$ cat config.mk
export PLATFORM = sky130hd
export DESIGN_NAME = mcla_addseq
export DESIGN_NICKNAME = d
export VERILOG_FILES = /design/src/rtl/mcla_addseq_pkg.sv /design/src/rtl/mcla_16_cout.sv /design/src/rtl/mcla_addseq.sv
export SDC_FILE = /design/constraint.sdc
export NUM_CORES = 1
export LEC_CHECK = 0
export ABC_CLOCK_PERIOD_IN_PS = 8500
export BUFFER_PORTS_ARGS = -buffer_cell sky130_fd_sc_hd__buf_2
export CORE_UTILIZATION = 60
export CTS_BUF_LIST = sky130_fd_sc_hd__clkbuf_4
export CTS_CLUSTER_SIZE = 40
export DETAILED_ROUTE_END_ITERATION = 10
export GPL_TIMING_DRIVEN = 0
export PLACE_DENSITY = 0.87
export SLEW_MARGIN = 15
export SYNTH_ARGS = -nofsm -noshare
export SYNTH_HDL_FRONTEND = slang
export SYNTH_SLANG_ARGS = --single-unit
export TNS_END_PERCENT = 30
$ cat constraint.sdc
create_clock -name clk -period 8.5 [get_ports clk]
set_input_delay 0.425 -clock clk [delete_from_list [all_inputs] [get_ports clk]]
set_output_delay 0.425 -clock clk [all_outputs]
set_load 0.02 [all_outputs]
$ cat src/rtl/mcla_addseq_pkg.sv
// Shared constants, state encoding and sizing helper for the multi-cycle wide adder.
package mcla_addseq_pkg;

    localparam int unsigned SLICE_W = 16;

    typedef enum logic [1:0] {
        IDLE = 2'd0,
        RUN  = 2'd1,
        DONE = 2'd2
    } state_e;

    // Number of 16-bit slice passes needed for a given operand width.
    function automatic int unsigned nslice(input int unsigned width);
        return width / SLICE_W;
    endfunction

endpackage

$ cat src/rtl/mcla_16_cout.sv
// 16-bit two-level carry-lookahead adder slice (4 groups of 4 bits).
module mcla_16_cout (
    input  logic [15:0] a,
    input  logic [15:0] b,
    input  logic        cin,
    output logic [15:0] s,
    output logic        cout
);

    logic [15:0] g;
    logic [15:0] p;
    logic [15:0] c;
    logic [3:0]  gg;
    logic [3:0]  gp;
    logic [4:0]  gc;

    // Bit generate/propagate, group lookahead terms and per-bit carries.
    always_comb begin
        g  = a & b;
        p  = a ^ b;
        c  = '0;
        gg = '0;
        gp = '0;
        gc = '0;
        gc[0] = cin;
        for (int j = 0; j < 4; j++) begin
            gg[j] = g[4*j+3]
                  | (p[4*j+3] & g[4*j+2])
                  | (p[4*j+3] & p[4*j+2] & g[4*j+1])
                  | (p[4*j+3] & p[4*j+2] & p[4*j+1] & g[4*j]);
            gp[j] = &p[4*j +: 4];
            gc[j+1] = gg[j] | (gp[j] & gc[j]);
            c[4*j]   = gc[j];
            c[4*j+1] = g[4*j] | (p[4*j] & gc[j]);
            c[4*j+2] = g[4*j+1] | (p[4*j+1] & g[4*j])
                     | (p[4*j+1] & p[4*j] & gc[j]);
            c[4*j+3] = g[4*j+2] | (p[4*j+2] & g[4*j+1])
                     | (p[4*j+2] & p[4*j+1] & g[4*j])
                     | (p[4*j+2] & p[4*j+1] & p[4*j] & gc[j]);
        end
        s    = p ^ c;
        cout = gc[4];
    end

endmodule

$ cat src/rtl/mcla_addseq.sv
// Multi-cycle wide adder: one shared 16-bit CLA slice, LSB slice first,
// registered carry between passes. Optional subtract mode: MCLA_ADDSEQ_SUB_EN.
module mcla_addseq
    import mcla_addseq_pkg::*;
#(
    parameter int unsigned WIDTH = 64
) (
    input  logic             clk,
    input  logic             rst,
    input  logic             in_valid,
    output logic             in_ready,
    input  logic [WIDTH-1:0] in_a,
    input  logic [WIDTH-1:0] in_b,
    input  logic             in_cin,
`ifdef MCLA_ADDSEQ_SUB_EN
    input  logic             in_sub,
`endif
    output logic             out_valid,
    input  logic             out_ready,
    output logic [WIDTH-1:0] out_sum,
    output logic             out_cout
);

    localparam int unsigned NSLICE = nslice(WIDTH);
    localparam int unsigned KW     = (NSLICE > 1) ? $clog2(NSLICE) : 1;

    state_e           state_q, state_d;
    logic [KW-1:0]    k_q, k_d;
    logic             carry_q, carry_d;
    logic [WIDTH-1:0] a_q, a_d;
    logic [WIDTH-1:0] b_q, b_d;
    logic [WIDTH-1:0] sum_q, sum_d;

    logic [SLICE_W-1:0] slice_a;
    logic [SLICE_W-1:0] slice_b;
    logic [SLICE_W-1:0] slice_s;
    logic               slice_cout;
    logic               accept;
    logic               b_inv;

    // Shared adder slice, fed by the operand slice selected by k.
    mcla_16_cout u_slice (
        .a    (slice_a),
        .b    (slice_b),
        .cin  (carry_q),
        .s    (slice_s),
        .cout (slice_cout)
    );

`ifdef MCLA_ADDSEQ_SUB_EN
    assign b_inv = in_sub;
`else
    assign b_inv = 1'b0;
`endif

    assign in_ready  = (state_q == IDLE) && !rst;
    assign accept    = in_valid && in_ready;
    assign out_valid = (state_q == DONE);
    assign out_sum   = sum_q;
    assign out_cout  = carry_q;

    // Next-state and datapath update for the IDLE -> RUN x NSLICE -> DONE sequence.
    always_comb begin
        state_d = state_q;
        k_d     = k_q;
        carry_d = carry_q;
        a_d     = a_q;
        b_d     = b_q;
        sum_d   = sum_q;
        slice_a = a_q[32'(k_q) * SLICE_W +: SLICE_W];
        slice_b = b_q[32'(k_q) * SLICE_W +: SLICE_W];
        case (state_q)
            IDLE: begin
                if (accept) begin
                    a_d     = in_a;
                    b_d     = b_inv ? ~in_b : in_b;
                    carry_d = b_inv ? 1'b1 : in_cin;
                    k_d     = '0;
                    sum_d   = '0;
                    state_d = RUN;
                end
            end
            RUN: begin
                sum_d[32'(k_q) * SLICE_W +: SLICE_W] = slice_s;
                carry_d = slice_cout;
                if (k_q == KW'(NSLICE - 1)) begin
                    k_d     = '0;
                    state_d = DONE;
                end else begin
                    k_d = KW'(k_q + 1'b1);
                end
            end
            DONE: begin
                if (out_ready) begin
                    state_d = IDLE;
                end
            end
            default: state_d = IDLE;
        endcase
    end

    // State and datapath registers, cleared asynchronously by rst.
    always_ff @(posedge clk or posedge rst) begin
        if (rst) begin
            state_q <= IDLE;
            k_q     <= '0;
            carry_q <= 1'b0;
            a_q     <= '0;
            b_q     <= '0;
            sum_q   <= '0;
        end else begin
            state_q <= state_d;
            k_q     <= k_d;
            carry_q <= carry_d;
            a_q     <= a_d;
            b_q     <= b_d;
            sum_q   <= sum_d;
        end
    end

endmodule
# Word level (Yosys, flattened, before mapping)
# Index checks and enable logic that the tools add are counted.
# totals
register_bits,197
in_bits,133
out_inout_bits,67
wordCells,145
# classes
add_sub_neg,2
n_eq_ne,6
shift,4
muxes,12
n_bitwise,103
n_reduce_logical,12
# op_table
cell,n
one-hot mux 64 bit (2 select lines),1
variable part select 64 x 7 -> 16 bit,2
bitwise mux 64 bit,1
2-to-1 mux 64 bit,1
variable shift 16 x 34 -> 64 bit (first input constant),1
variable part select 16 x 34 -> 64 bit,1
bitwise AND 1 bit,60
OR 1 bit,40
negator 6 -> 34 bit,1
bitwise XOR 16 bit,2
bitwise AND 16 bit,1
AND reduction 4 bit,4
2-to-1 mux 2 bit,5
one-hot mux 2 bit (3 select lines),1
equality test 2 bit (second input constant),2
!= test 2 bit (second input constant),2
one-hot mux 2 bit (2 select lines),1
AND reduction 2 bit,2
AND reduction 3 bit,1
adder 2 x 1 -> 2 bit (second input constant),1
equality test 2 x 1 -> 1 bit (second input constant),1
logical AND 1 bit,2
zero test 2 bit,1
!= test 2 x 1 -> 1 bit (second input constant),1
4 further kinds,4

# Logic depth before layout (Yosys ltp)
# Gate-level depths: netlist of the first run.
# depth
depth_word,17
depth_mapped,12
ltp_nobuf,9

# Hierarchy
# A second synthesis of the first run with hierarchy kept.
# hier_totals
cells_unflattened,844
area_unflattened_um2,8867.3
# modules_own_cells
mod,instances,cells_per_inst,area_each_um2,seq_area_each_um2
mcla_addseq,1,762,8169.1,4929.7
mcla_16_cout,1,82,698.2,0.0

# Least setup slack after synthesis of the first run
# Ideal clock, no wire load.
# synth_timing
path_type,in2reg
startpoint,input port rst
endpoint,register sum_q[52] (netlist: out_sum[52])
setup_ps,121
arrival_time_ps,5889
t_required_ps,8379
slack_ps,2490
path_stages,6
cell_sequence,inv_1 -> nand3b_1 -> a21o_1 -> clkbuf_1 -> buf_2 -> a22o_1
# synth_via
elab_chain_len,5
# synth_lines
item,line,rtl
start: declaration,mcla_addseq.sv:9,"input logic rst,"
zero test 1 bit (no line),--,
logical AND 1 bit,mcla_addseq.sv:56,assign in_ready = (state_q == IDLE) && !rst;
logical AND 1 bit,mcla_addseq.sv:57,assign accept = in_valid && in_ready;
!= test 2 bit (no line),--,
AND reduction 2 bit (no line),--,
end signal: assignment,mcla_addseq.sv:117,sum_q <= sum_d;
end: declaration,mcla_addseq.sv:32,"logic [WIDTH-1:0] sum_q, sum_d;"
# No other way between the ends.
# A chain may end at the register's enable or synchronous reset.

# Final worst setup path of the first run
# layout_timing
startpoint,register k_q[0]
endpoint,register sum_q[29] (netlist: out_sum[29])
# layout_via
elab_chain_len,17
elab_cells_between_ends,103
classes_between,add/sub (1); shift (4); mux (2); bitwise (93); reduce/logical (3)
# layout_lines
item,line,rtl
start: declaration,mcla_addseq.sv:28,"logic [KW-1:0] k_q, k_d;"
start signal: assignment,mcla_addseq.sv:113,k_q <= k_d;
"variable part select 64 x 7 -> 16 bit, on equally long branches","mcla_addseq.sv:70, mcla_addseq.sv:71",
bitwise XOR 16 bit or bitwise AND 16 bit (tied branches),"mcla_16_cout.sv:20, mcla_16_cout.sv:19",
"bitwise AND 1 bit, on equally long branches","mcla_16_cout.sv:28, mcla_16_cout.sv:29, mcla_16_cout.sv:30",
OR 1 bit (tied with other cells),mcla_16_cout.sv:28,| (p[4*j+3] & g[4*j+2])
OR 1 bit or bitwise AND 1 bit (tied branches),"mcla_16_cout.sv:29, mcla_16_cout.sv:30",
OR 1 bit,mcla_16_cout.sv:30,| (p[4*j+3] & p[4*j+2] & p[4*j+1] & g[4*j]);
OR 1 bit,mcla_16_cout.sv:32,gc[j+1] = gg[j] | (gp[j] & gc[j]);
bitwise AND 1 bit,mcla_16_cout.sv:32,
OR 1 bit,mcla_16_cout.sv:32,
bitwise AND 1 bit,mcla_16_cout.sv:32,
OR 1 bit,mcla_16_cout.sv:32,
"bitwise AND 1 bit, on equally long branches","mcla_16_cout.sv:34, mcla_16_cout.sv:36, mcla_16_cout.sv:39",
"OR 1 bit, on equally long branches","mcla_16_cout.sv:34, mcla_16_cout.sv:36, mcla_16_cout.sv:39",
bitwise XOR 16 bit,mcla_16_cout.sv:41,s = p ^ c;
variable part select 16 x 34 -> 64 bit,mcla_addseq.sv:84,sum_d[32'(k_q) * SLICE_W +: SLICE_W] = slice_s;
bitwise mux 64 bit (*),mcla_addseq.sv:84,
one-hot mux 64 bit (2 select lines) (*),mcla_addseq.sv:72,case (state_q)
# Mark *: on every way between the ends. The rest lies on a longest branch, timed or not.

==> impl_metrics.env, run 1 <==
export IMPL_cts_resized=0
export IMPL_boundaryPins=200
export IMPL_drtIter0Drc=411
export IMPL_slowest_stage="xnor2_1"
export IMPL_root_buffer="clkbuf_4"
export IMPL_critPathMaxFanout=10
export IMPL_grt_use_total_pct=30.4
export IMPL_synthFlopType="dfrtp_1"
export IMPL_yosys_register_bits=197
export IMPL_met3_length_mm=1.32
export IMPL_grt_pass1_vias=6358
export IMPL_antenna_found_initial=4
export IMPL_skew_ns=0.0226
export IMPL_highest_signal_layer="met5"
export IMPL_die_area_sq_mm=0.0152
export IMPL_start_util_pct=62.6
export IMPL_rsz0062_at_grt="no"
export IMPL_hold_viol_final=0
export IMPL_cts_hold_buf=1
export IMPL_wl_per_cell_um=20.8
export IMPL_endpoint_kind="register"
export IMPL_worst_slack_ns=4.27
export IMPL_portBuffers=199
export IMPL_cts_buffer_depth=2
export IMPL_cts_htree_levels=4
export IMPL_fmaxAchievable_mhz=237
export IMPL_routed_via_density=5.95
export IMPL_min_period_over_period_pct=49.7
export IMPL_route_met2_wl_mm=10.5
export IMPL_total_power_w=0.00488
export IMPL_drcViolationCount=0
export IMPL_syn_nets=769
export IMPL_die_h_um=123
export IMPL_worst_slew_pin_slew_ns=0.765
export IMPL_grt_first_pass_wirelength_mm=33.5
export IMPL_endpoint="out_sum[29]$_DFFE_PP0P_"
export IMPL_yosys_warnings=0
export IMPL_p_leak_nw=4.96
export IMPL_power_density_mw_per_mm2=471
export IMPL_setup_worst_path_start_class="register"
export IMPL_clock_sinks=197
export IMPL_fin_crit_ns=4.23
export IMPL_ys_async_sr_fraction_pct=100
export IMPL_pre_cts_ws_ns=4.34
export IMPL_arrival_ns=4.68
export IMPL_reg2reg_slack_ns=4.27
export IMPL_rows=43
export IMPL_vias=6117
export IMPL_fin_setup_tns_ns=0
export IMPL_worst_path_largest_cell_delay_ns=0.48
export IMPL_syn_area_sq_mm=0.00883
export IMPL_hpwl_mm=16.3
export IMPL_drv_cap=0
export IMPL_gp_congestion=0.875
export IMPL_core_sq_mm=0.0141
export IMPL_drive_above_1_share_pct=50.2
export IMPL_clkLatencyLatePin_ns=0.59
export IMPL_hold_path_class="in -> reg"
export IMPL_status="finished, final reports clean"
export IMPL_tritoncts="built"
export IMPL_r2r_start="k_q[0]$_DFFE_PP0P_"
export IMPL_post_cts_buffers=0
export IMPL_wl_met1_mm=8.82
export IMPL_crit_path_frequent_cell="buf_2"
export IMPL_cp_cell_sequence="buf_2, buf_2, buf_2, mux4_2, ha_1, a21oi_1, o21ai_0, a31oi_1, o21ai_2, fa_1, xnor2_1, o21ai_0"
export IMPL_critPathLaunch="k_q[0]$_DFFE_PP0P_"
export IMPL_worstSetupPathType="reg -> reg"
export IMPL_synth_seq_area_share_pct=55.8
export IMPL_clk_pin_slew_ns=0.16
export IMPL_ant_nets=0
export IMPL_synth_edff_count=0
export IMPL_crit_required_ns=8.95
export IMPL_ir_drop_v=0.000283
export IMPL_wl_mm=21.4
export IMPL_fin_nets=989
export IMPL_fp_dieW_um=123
export IMPL_setup_viol=0
export IMPL_grt_overflow=0
export IMPL_finalMaxSlewViolations=0
export IMPL_grt_max_degree=123
export IMPL_synth_cell_types=43
export IMPL_dr_pass1_iters=5
export IMPL_cts_buffers=17
export IMPL_finalHoldWorstSlack_ns=0.0514
export IMPL_avgSynthCellArea_sq_um=14.4
export IMPL_reg2reg_depth=12
export IMPL_relSlewSlack_pct=48.6
export IMPL_regToRegEndpoint="out_sum[29]$_DFFE_PP0P_"
export IMPL_syn_to_final_growth_pct=17.2
export IMPL_synthCells=612
==> placed cells by master (no fill, tap or decap), types with 2 or more instances in the layout <==
cell and instances:
nand3_1 6, nor3_1 2, xor2_1 5, o21ai_0 31, o21a_1 3, a21o_1 6
mux4_2 32, clkbuf_4 18, dfrtp_1 197, diode_2 3, a31oi_1 3, clkbuf_1 4
clkinv_2 2, inv_1 9, buf_4 8, nor2_1 9, xnor2_1 9, a22o_1 36
clkinvlp_4 3, clkinv_1 4, nand2_1 43, nor2b_1 2, mux2i_1 2, buf_2 218
fa_1 4, o21bai_1 2, ha_1 20, and3_1 3, nand4_1 2, clkinv_4 3
mux2_2 128, a21oi_1 9
==> layer usage <==
layer / GRT usage, % / vias to the layer above
met5: 0 / -
met4: 14.2 / 2
met3: 6.37 / 52
li1: - / 2686
met1: 39.6 / 3117
met2: 49.3 / 260
==> where the power goes <==
part           leakage, nW  switching, W  internal, W  total, W
clock                0.128      0.000313     0.000145  0.000459
sequential            2.46      0.000224      0.00135   0.00158
combinational         2.37       0.00165      0.00119   0.00284
==> cell type report <==
| class | instances | area [sq um] |
|---|---|---|
| clock buffer | 18 | 135 |
| timing repair buffer | 201 | 1030 |
| multi-input combinational | 372 | 3670 |
| antenna | 3 | 7.51 |
| fill | 927 | 3750 |
| sequential | 197 | 4930 |
| clock inverter | 14 | 113 |
| inverter | 10 | 45.0 |
| tap | 180 | 225 |
| buffer | 33 | 185 |
==> how the worst min path moves through the flow <==
stage	from	to	slack, ns	cells past startpoint
2_1_floorplan	a_q[25]$_DFFE_PP0P_	a_q[25]$_DFFE_PP0P_	0.48	1
3_3_place_gp	out_sum[21]$_DFFE_PP0P_	out_sum[21]$_DFFE_PP0P_	0.46	2
3_5_place_dp	out_sum[1]$_DFFE_PP0P_	out_sum[1]$_DFFE_PP0P_	0.47	2
4_1_cts	in_a[14]	a_q[14]$_DFFE_PP0P_	0.02	2
5_1_grt	in_a[28]	a_q[28]$_DFFE_PP0P_	0.01	2
6_report	in_a[22]	a_q[22]$_DFFE_PP0P_	0.05	2
==> registers in the layout, summed over array words and instances, names as in the netlist <==
name	flops
out_sum	64
a_q	64
k_q	2
b_q	64
state_q	2
out_cout	1
==> cell usage after synthesis (all sizes together) (6+ instances only) <==
cell type | instances | area, sq um
mux4 | 32 | 721
nand3 | 6 | 30.0
xnor2 | 9 | 78.8
dfrtp | 197 | 4930
mux2 | 128 | 1440
o21ai | 33 | 169
buf | 29 | 170
a21oi | 9 | 45.0
nand2 | 43 | 161
nor2 | 9 | 33.8
ha | 20 | 250
a22o | 36 | 315
inv | 10 | 37.5
a21o | 6 | 45.0
==> per-stage QoR <==
step	cell area, sq um	utilization [%]	instances
4_1_cts	10300	73.4	1025
2_1_floorplan	8830	-	612
3_5_place_dp	10100	71.5	992
5_1_grt	10300	73.4	1027
3_3_place_gp	10000	71.3	991
6_report	10300	73.4	1028
==> cells by family after synthesis <==
family / after synthesis / share of synthesized area (%)
adder cells (fa/ha/maj): 24 / 3.74
buffers and inverters: 43 / 2.52
AND/OR/NAND/NOR: 75 / 4.11
flip-flops: 197 / 55.8
XOR/XNOR: 14 / 1.39
AO/OA/AOI/OAI: 97 / 7.67
multiplexers: 162 / 24.7
==> critical path, delay by kind of cell (launching register included) <==
family | cells | cell delay [ns]
AO/OA/AOI/OAI | 5 | 0.96
buffers and inverters | 3 | 1.05
XOR/XNOR | 1 | 0.48
flip-flops | 1 | 0.42
adder cells (fa/ha/maj) | 2 | 0.78
multiplexers | 1 | 0.40
(Power assumes the default switching activity.)
==> inputs of run 2 (changes only) <==
Settings changed: ABC_CLOCK_PERIOD_IN_PS 8500 to 3600, CORE_UTILIZATION 60 to 51, PLACE_DENSITY 0.87 to 0.79.
Clock period 8.5 ns to 3.6 ns, I/O delays scaled along.
==> run 2 against run 1 <==
Effect of this change: worst setup slack worse by 4.1 ns; power grew to 2.5 times the previous value; core utilization is 2.1 points lower; first-iteration DRC count is 13% lower; die area is 17% higher; cell area is 16% higher; global-route usage is 0.81 points lower; highest routed layer is now met4.
==> impl_metrics.env, run 2 (synthesis results as in run 1) <==
export IMPL_status="finished, final reports clean"
export IMPL_gp_congestion=0.814
export IMPL_final_util_pct=71.3
export IMPL_finalHoldWorstSlack_ns=0.209
export IMPL_hold_viol_final=0
export IMPL_finalMaxSlewViolations=0
export IMPL_multi_input_area_sq_mm=0.00373
export IMPL_fin_nets=1126
export IMPL_wl_mm=24.9
export IMPL_antenna_found_initial=3
export IMPL_die_h_um=134
export IMPL_final_common_cell="buf_2"
export IMPL_grt_first_pass_wirelength_mm=39.0
export IMPL_relSlewSlack_pct=44.3
export IMPL_crit_path_frequent_cell="buf_6"
export IMPL_grt_max_degree=37
export IMPL_endpoint_kind="register"
export IMPL_p_leak_nw=5.62
export IMPL_combPwrFrac_pct=60.5
export IMPL_boundaryPins=200
export IMPL_arrival_ns=3.89
export IMPL_grt_use_total_pct=29.6
export IMPL_drcViolationCount=0
export IMPL_n_fill_cell=1138
export IMPL_hold_path_class="in -> async"
export IMPL_drtIter0Drc=357
export IMPL_worstSetupPathType="reg -> reg"
export IMPL_setup_viol=0
export IMPL_root_buffer="clkbuf_4"
export IMPL_hpwl_mm=16.4
export IMPL_pre_cts_ws_ns=-0.688
export IMPL_switching_share_pct=45.1
export IMPL_placed_cells=1037
export IMPL_rows=47
export IMPL_critPathMaxFanout=10
export IMPL_routed_via_density=5.54
export IMPL_fmaxAchievable_mhz=293
export IMPL_power_density_mw_per_mm2=1030
export IMPL_dr_pass1_iters=4
export IMPL_vias=6670
export IMPL_setup_worst_path_start_class="register"
export IMPL_regArea_sq_mm=0.00493
export IMPL_min_period_over_period_pct=94.8
export IMPL_drive_above_1_share_pct=45.3
export IMPL_power_frac_seq_pct=30.5
export IMPL_fin_crit_ns=3.41
export IMPL_clock_sinks=197
export IMPL_worst_path_largest_cell_delay_ns=0.56
export IMPL_skew_ns=0.0181
export IMPL_tritoncts="built"
export IMPL_grt_overflow=0
export IMPL_worst_slack_ns=0.189
export IMPL_worst_slew_pin_slew_ns=0.829
export IMPL_cts_buffers=17
export IMPL_grt_pass1_vias=7010
export IMPL_portBuffers=199
export IMPL_crit_required_ns=4.08
export IMPL_clkLatencyLatePin_ns=0.58
export IMPL_p_int_w=0.00678
export IMPL_ir_drop_v=0.000682
export IMPL_stdcell_count=1205
export IMPL_cts_buffer_depth=2
export IMPL_p_switching_w=0.00557
export IMPL_drv_cap=0
export IMPL_rsz0062_at_grt="no"
export IMPL_clk_pin_slew_ns=0.15
export IMPL_start_util_pct=52.7
export IMPL_core_sq_mm=0.0168
export IMPL_wl_per_cell_um=20.6
export IMPL_fp_dieW_um=134
export IMPL_clkPwrFrac_pct=9.0
export IMPL_slowest_stage="fa_2"
export IMPL_final_cell_mix="buf_2, dfrtp_1, dlygate4sd3_1"
export IMPL_syn_to_final_growth_pct=35.4
export IMPL_die_area_sq_mm=0.0178
export IMPL_ant_nets=0
export IMPL_cts_htree_levels=4
export IMPL_cp_cell_sequence="buf_6, buf_6, buf_4, mux4_2, ha_1, nand3_1, a21oi_1, nor2_2, o21ai_2, fa_2, a22o_1"
-- run 2: cell count changes in the layout (fill, tap and decap cells not counted), sizes merged --
cell and delta:
dlygate4sd3 +130, buf +7
-- run 2: final timing paths --
check                                              from                       to  slack (ns)  cells after the start
max in group asynchronous                           rst      b_q[45]$_DFFE_PP0P_        2.68                      5
worst max register to register       k_q[0]$_DFFE_PP0P_  out_sum[60]$_DFFE_PP0P_        0.19                     11
worst min register to register  out_sum[53]$_DFFE_PP0P_  out_sum[53]$_DFFE_PP0P_        0.50                      2
worst max-delay path                 k_q[0]$_DFFE_PP0P_  out_sum[60]$_DFFE_PP0P_        0.19                     11
min in group clk                               in_valid  out_sum[56]$_DFFE_PP0P_        0.30                      5
worst min-delay path                                rst  out_sum[46]$_DFFE_PP0P_        0.21                      3
-- run 2: what timing repair did --
item	4_1_cts	5_1_grt
pin swaps	1	1
endpoints found under the hold margin	204	0
resized for setup	16	8
buffers inserted	0	2
hold buffers	131	0
endpoints found under the setup margin	41	25
-- run 2: power groups by stage --
stage	Combinational (W)	Sequential, W	Clock [W]
floorplan	0.00458	0.00387	0
global route	0.00800	0.00387	0.00122
finish	0.00748	0.00377	0.00111
global placement	0.00672	0.00371	0
detailed placement	0.00689	0.00377	0
CTS	0.00729	0.00371	0.00111
-- run 2: critical path: cells and delay by family (launching register included) --
family	cells	cell delay, ns
flops	1	0.41
simple gates	2	0.23
fa+ha+maj	2	0.98
compound gates	3	0.70
buf+inv	3	0.65
mux	1	0.34
-- run 2: final cells by class --
type	count	area share (%)
Sequential cell	197	41.2
Multi-Input combinational cell	372	31.2
Timing Repair Buffer	338	20.6
Tap cell	220	2.30
Buffer	33	2.27
Clock buffer	18	1.13
Clock inverter	14	0.931
Inverter	10	0.345
Antenna cell	3	0.0628
-- run 2: through the flow --
| stage | total power (W) | cell area (sq um) | TNS (ns) |
|---|---|---|---|
| floorplan | 0.00845 | 8880 | -41.26 |
| global placement | 0.0104 | 10100 | -221.97 |
| detailed placement | 0.0107 | 10300 | -9.27 |
| CTS | 0.0121 | 11900 | 0 |
| global route | 0.0131 | 12000 | 0 |
| finish | 0.0123 | 12000 | 0 |
-- run 2: layer usage --
| metal | track usage (%) | wire [um] | vias to the layer above |
|---|---|---|---|
| met5 | 0 | 0 | - |
| met4 | 11.6 | 752 | 0 |
| met3 | 6.09 | 1270 | 50 |
| met2 | 50.0 | 12600 | 280 |
| met1 | 37.6 | 10300 | 3360 |
| li1 | - | - | 2980 |
